[src/rtl/bp_me_wormhole_stream_tx.sv]
// ---------------------------------------------------------------------------
// bp_me_wormhole_stream_tx
//
// Transmit side of the wormhole stream protocol. One wide packet header and
// N data beats are turned into a bsg_wormhole flit stream: hdr_len_p header
// flits (flit 0 first) followed by N data flits, where
//   N = len - hdr_len_p + 1
// and len is the wormhole length field (number of flits minus one) taken
// from header flit 0.
//
// Ports
//   clk_i             clock
//   reset_n_i         asynchronous active-low reset
//   hdr_i             full header, flit 0 in the LSBs; cord in
//                     [cord_width_p-1:0], len in [cord_width_p +: len_width_p]
//   hdr_v_i           header valid
//   hdr_ready_and_o   header accepted when hdr_v_i & hdr_ready_and_o
//   data_i / data_v_i data beat and its valid
//   data_ready_and_o  beat accepted when data_v_i & data_ready_and_o
//   link_data_o       outgoing flit
//   link_v_o          outgoing flit valid
//   link_ready_and_i  flit accepted when link_v_o & link_ready_and_i
//   link_last_o       current flit is the final flit of its packet
//
// Build option
//   BP_ME_WORMHOLE_TX_HDR_BYPASS_EN : header flit 0 goes straight to the link
//   in the same cycle the header is accepted (no bubble between packets).
//   When undefined, the header is always registered first and its first
//   flit appears the cycle after acceptance.
// ---------------------------------------------------------------------------
module bp_me_wormhole_stream_tx #(
    parameter int flit_width_p = 64,
    parameter int cord_width_p = 5,
    parameter int len_width_p  = 4,
    parameter int hdr_len_p    = 2
) (
    input  logic                              clk_i,
    input  logic                              reset_n_i,

    input  logic [hdr_len_p*flit_width_p-1:0] hdr_i,
    input  logic                              hdr_v_i,
    output logic                              hdr_ready_and_o,

    input  logic [flit_width_p-1:0]           data_i,
    input  logic                              data_v_i,
    output logic                              data_ready_and_o,

    output logic [flit_width_p-1:0]           link_data_o,
    output logic                              link_v_o,
    input  logic                              link_ready_and_i,
    output logic                              link_last_o
);

    localparam int hdr_width_lp     = hdr_len_p * flit_width_p;
    localparam int hdr_cnt_width_lp = $clog2(hdr_len_p + 1);

    localparam logic [1:0] e_ready = 2'd0;
    localparam logic [1:0] e_hdr   = 2'd1;
    localparam logic [1:0] e_data  = 2'd2;

    logic [1:0]                  state_r,    state_n;
    logic [hdr_width_lp-1:0]     hdr_r,      hdr_n;
    logic [hdr_cnt_width_lp-1:0] hdr_cnt_r,  hdr_cnt_n;
    logic [len_width_p-1:0]      data_cnt_r, data_cnt_n;

    logic [len_width_p-1:0]      hdr_len_field;
    logic [len_width_p-1:0]      data_cnt_init;
    logic                        hdr_accept;
    logic                        link_accept;

    assign hdr_len_field = hdr_i[cord_width_p +: len_width_p];
    // Modulo len_width_p: a header-only packet (len == hdr_len_p-1) yields 0.
    assign data_cnt_init = hdr_len_field - len_width_p'(hdr_len_p) + len_width_p'(1);

    assign hdr_accept  = hdr_v_i & hdr_ready_and_o;
    assign link_accept = link_v_o & link_ready_and_i;

    // Output decode: everything is a function of the registered state, except
    // the data passthrough in e_data (and header flit 0 in the bypass build).
    // Outputs are qualified with reset_n_i so the link goes quiet the instant
    // reset is asserted.
    always_comb begin
        hdr_ready_and_o  = 1'b0;
        data_ready_and_o = 1'b0;
        link_v_o         = 1'b0;
        link_data_o      = hdr_r[flit_width_p-1:0];
        link_last_o      = 1'b0;
        case (state_r)
            e_ready: begin
`ifdef BP_ME_WORMHOLE_TX_HDR_BYPASS_EN
                hdr_ready_and_o = reset_n_i & link_ready_and_i;
                link_v_o        = reset_n_i & hdr_v_i;
                link_data_o     = hdr_i[flit_width_p-1:0];
                link_last_o     = reset_n_i & (hdr_len_p == 1) & (data_cnt_init == '0);
`else
                hdr_ready_and_o = reset_n_i;
`endif
            end
            e_hdr: begin
                link_v_o    = 1'b1;
                link_last_o = (hdr_cnt_r == hdr_cnt_width_lp'(1)) & (data_cnt_r == '0);
            end
            e_data: begin
                link_v_o         = data_v_i;
                link_data_o      = data_i;
                data_ready_and_o = link_ready_and_i;
                link_last_o      = (data_cnt_r == len_width_p'(1));
            end
            default: begin
            end
        endcase
    end

    always_comb begin
        state_n    = state_r;
        hdr_n      = hdr_r;
        hdr_cnt_n  = hdr_cnt_r;
        data_cnt_n = data_cnt_r;
        case (state_r)
            e_ready: begin
                if (hdr_accept) begin
                    data_cnt_n = data_cnt_init;
`ifdef BP_ME_WORMHOLE_TX_HDR_BYPASS_EN
                    // Flit 0 leaves this cycle; only the remainder is buffered.
                    hdr_n     = hdr_i >> flit_width_p;
                    hdr_cnt_n = hdr_cnt_width_lp'(hdr_len_p - 1);
                    if (hdr_len_p > 1) begin
                        state_n = e_hdr;
                    end else if (data_cnt_init != '0) begin
                        state_n = e_data;
                    end else begin
                        state_n = e_ready;
                    end
`else
                    hdr_n     = hdr_i;
                    hdr_cnt_n = hdr_cnt_width_lp'(hdr_len_p);
                    state_n   = e_hdr;
`endif
                end
            end
            e_hdr: begin
                if (link_accept) begin
                    hdr_n     = hdr_r >> flit_width_p;
                    hdr_cnt_n = hdr_cnt_r - hdr_cnt_width_lp'(1);
                    if (hdr_cnt_r == hdr_cnt_width_lp'(1)) begin
                        state_n = (data_cnt_r != '0) ? e_data : e_ready;
                    end
                end
            end
            e_data: begin
                if (link_accept) begin
                    data_cnt_n = data_cnt_r - len_width_p'(1);
                    if (data_cnt_r == len_width_p'(1)) begin
                        state_n = e_ready;
                    end
                end
            end
            default: begin
                state_n = e_ready;
            end
        endcase
    end

    always_ff @(posedge clk_i or negedge reset_n_i) begin
        if (!reset_n_i) begin
            state_r    <= e_ready;
            hdr_r      <= '0;
            hdr_cnt_r  <= '0;
            data_cnt_r <= '0;
        end else begin
            state_r    <= state_n;
            hdr_r      <= hdr_n;
            hdr_cnt_r  <= hdr_cnt_n;
            data_cnt_r <= data_cnt_n;
        end
    end

`ifndef SYNTHESIS
    // A len shorter than the header would wrap data_cnt and stream garbage.
    len_covers_header_a : assert property (
        @(posedge clk_i) disable iff (!reset_n_i)
        hdr_accept |-> (int'(hdr_len_field) >= hdr_len_p - 1)
    );
`endif

endmodule

[config.mk]
export PLATFORM = sky130hd
export DESIGN_NAME = bp_me_wormhole_stream_tx
export DESIGN_NICKNAME = d
export VERILOG_FILES = /design/src/rtl/bp_me_wormhole_stream_tx.sv
export SDC_FILE = /design/constraint.sdc
export NUM_CORES = 1
export LEC_CHECK = 0
export CAP_MARGIN = 20
export CELL_PAD_IN_SITES_DETAIL_PLACEMENT = 2
export CELL_PAD_IN_SITES_GLOBAL_PLACEMENT = 2
export CORE_MARGIN = 3
export CORE_UTILIZATION = 28
export DETAILED_ROUTE_END_ITERATION = 10
export PLACE_DENSITY_LB_ADDON = 0.1
export SLEW_MARGIN = 10
export SYNTH_ARGS = -nofsm -noshare
export SYNTH_HDL_FRONTEND = slang
export SYNTH_SLANG_ARGS = --single-unit
[constraint.sdc]
create_clock -name clk_i -period 4.3 [get_ports clk_i]
set_clock_uncertainty 0.1 [all_clocks]
set_input_delay 1.075 -clock clk_i [delete_from_list [all_inputs] [get_ports clk_i]]
set_output_delay 1.075 -clock clk_i [all_outputs]
set_load 0.005 [all_outputs]
==> metrics <==
outcome=finished clean; number of vias per cell after detailed routing=roughly 4.7; Synth cell types=33; leading cell type in the layout, fill and taps excluded=sky130_fd_sc_hd__clkdlybuf4s50_1; setup bufs post-CTS=0; total number of yosys warnings=0; Yosys reg bits=136; DR vias=6,010; most frequent cells in the layout=sky130_fd_sc_hd__clkdlybuf4s50_1, sky130_fd_sc_hd__nand2_1, sky130_fd_sc_hd__dfrtp_1; overall global routing resource usage=0.1771; summed instance area of the synthesized netlist=6949 sq um; cts repair resizes=0; ranking of synthesized cells by area=sky130_fd_sc_hd__dfrtp_1, sky130_fd_sc_hd__nand2_1, sky130_fd_sc_hd__mux2_2, sky130_fd_sc_hd__mux2i_1, sky130_fd_sc_hd__nand3b_1; global-route wire length before repair=37.46 mm; sum of buffers and inverters on the critical path=3; Hold Fails Final Rpt=0; fraction of the cycle the final worst path needs=0.8863; final setup violating endpoints=0; hold buffers post-CTS=0; number of antenna violations at the first check in global routing=3; share of cells above drive strength 1=0.1173; net count of the finished layout=about 1.1k; Clk pin slew, worst setup/hold paths=0.06 ns; Rows=57; RSZ-0062 raised after global routing=false; final cell count without fillers=1,281; slowest cell on the critical path=sky130_fd_sc_hd__clkdlybuf4s50_1; number of buffers inserted during clock tree synthesis=17; net count after synthesis=906; cell type contributing the most total cell area after synthesis=sky130_fd_sc_hd__dfrtp_1; Max Cap Viol=0; Core Box Area=between 20,000 and 25,000 sq um; number of port buffers=roughly 260; final slew viol count=0; IR Drop Worst-Case VDD=between 0.2 and 0.3 mV; number of instances in the placed design=roughly 1.2k; category of cells accounting for the largest share of critical-path delay=buffers and inverters; headroom to the max-slew limit=0.3848; number of top-level pins=265; Area growth syn-to-layout=52.14%; Skew-Pair Late Insertion Delay=0.42 ns; cell count after synthesis=700; die area=26,750 sq um; largest net degree at the start of global routing=between 100 and 150; maximum fanout along the worst path=26; Final Critical Period=about 3.8 ns; clock sink total=136; P per Cell Area=723.7 nW/um^2; endpoint type of the worst setup path=output port; Total Negative Setup Slacks=0 ns; cell-by-cell listing of the critical path=inv_1, ha_4, buf_4, mux2_2, clkdlybuf4s50_1; most used flip-flop cell after synthesis=sky130_fd_sc_hd__dfrtp_1; hold crit path type=reg -> reg; number of nets still failing antenna checks after routing=0; area share of the largest cell type after synthesis=0.4897; total DRC errors in the routed layout=0; horizontal die dimension=between 150 and 200 um; Layout fillers=roughly 2.6k; kind of critical path=reg -> out; drt total wl=23.76 mm; Chip Height=163.5 um; placer's final routability congestion estimate=0.7542; # H-tree levels=4; root cell of the clock tree=sky130_fd_sc_hd__clkbuf_16; sequential area share after synthesis=0.4897; number of enable-type register cells in the synthesized netlist=0; fmax=0.2624 GHz; clock tree from TritonCTS=yes; proportion of register bits with asynchronous set or reset after synthesis=1.000; Iteration-0 DRC Markers=around 190; remaining global-route overflow=0; leakage power=4.625 nW; first-pass detailed-route iteration total=4; wire length per cell=about 19 um; critical path data arrival time=2.64 ns; critical path launch point type=register; number of global-route vias before repair=between 6k and 7k; CP peak stage delay=roughly 0.47 ns; critical path required time=between 3 and 4 ns; effective utilization at floorplan=0.2849; deepest clock path buffer count=2; post-detailed-placement half-perimeter wirelength=approximately 17 mm; Post-Synthesis Mean Instance Area=9.927 sq um; pin slew with the least headroom to its limit=0.9172 ns
## sequential cells by signal, summed over array words and instances (netlist names)
name / count
hdr_cnt_r: 2
hdr_r: 128
state_r: 2
data_cnt_r: 4
## layer usage
metal,track usage,vias up,part of all wire
met5,0,-,0.00038
met4,0.05152,2,0.016
met3,0.05072,23,0.064
met2,0.3098,162,0.51
met1,0.2117,2964,0.41
li1,-,2859,-
## layout make-up
type                    instances  area, sq um  share of cell area
diodes                          2        5.005           0.0004734
clock buffers                  18        439.2             0.04154
clock inverters                14        173.9             0.01645
inverters                       8        30.03            0.002840
multi-input cells             505         3347              0.3166
flip-flops and latches        136         3403              0.3219
well taps                     324        405.4             0.03834
repair buffers                274         2769              0.2619
## worst min-delay path, stage by stage (launching register included)
cell and delay [ns]:
sky130_fd_sc_hd__dfrtp_1 0.34, sky130_fd_sc_hd__nand2_1 0.05, sky130_fd_sc_hd__nand2_1 0.05
## through the flow
| step | hold slack (ns) | worst slack [ns] | util | area (sq um) | total power, mW |
|---|---|---|---|---|---|
| 2_1_floorplan | 0.3385 | 1.304 | - | 6949 | 4.463 |
| 3_3_place_gp | 0.3500 | 0.8638 | 0.4081 | 9955 | 5.957 |
| 3_5_place_dp | 0.3585 | 0.7137 | 0.4081 | 9955 | 6.207 |
| 4_1_cts | 0.3720 | 0.4212 | 0.4333 | 10570 | 7.822 |
| 5_1_grt | 0.4007 | 0.3047 | 0.4335 | 10570 | 8.304 |
| 6_report | 0.3649 | 0.4891 | 0.4335 | 10570 | 7.651 |
## synth_stat cells (3+ instances only)
cell type / n
sky130_fd_sc_hd__inv_1: 8
sky130_fd_sc_hd__buf_2: 14
sky130_fd_sc_hd__mux2_2: 64
sky130_fd_sc_hd__nand3b_1: 66
sky130_fd_sc_hd__dfrtp_1: 136
sky130_fd_sc_hd__clkbuf_1: 34
sky130_fd_sc_hd__mux2i_1: 67
sky130_fd_sc_hd__a21oi_1: 3
sky130_fd_sc_hd__nor3_1: 3
sky130_fd_sc_hd__ha_1: 9
sky130_fd_sc_hd__nand2_1: 199
sky130_fd_sc_hd__o21ai_0: 68
sky130_fd_sc_hd__nor2_1: 4
## path summary, 6_finish.rpt
path                       startpoint        endpoint  slack, ns  depth (start not counted)
max                        state_r[0]  link_data_o[3]       0.49                          5
min                        hdr_r[125]      hdr_r[125]       0.36                          2
max reg2reg                state_r[1]      state_r[0]       0.96                          7
min reg2reg                hdr_r[125]      hdr_r[125]       0.36                          2
max in group asynchronous   reset_n_i       hdr_r[52]       2.86                          2
min in group asynchronous   reset_n_i       hdr_r[14]       0.70                          2
## report_power, final
part / leakage, nW / switching, mW / internal (mW) / total, mW
clock network: 0.289 / 0.599 / 0.931 / 1.53
registers: 1.71 / 0.352 / 1.89 / 2.24
logic: 2.63 / 1.90 / 1.98 / 3.88
## kinds of logic (layout without fill, tap and decap cells)
| logic type | count (synthesis) | after routing | synth area share |
|---|---|---|---|
| mux | 132 | 132 | 0.2018 |
| buf+inv | 59 | 314 | 0.03493 |
| fa+ha+maj | 9 | 9 | 0.01620 |
| xor+xnor | 2 | 2 | 0.002521 |
| simple gates | 283 | 283 | 0.1937 |
| flops | 136 | 136 | 0.4897 |
| other cells | 0 | 2 | 0 |
| compound gates | 79 | 79 | 0.06104 |
Power figures use the tool's default switching activity.
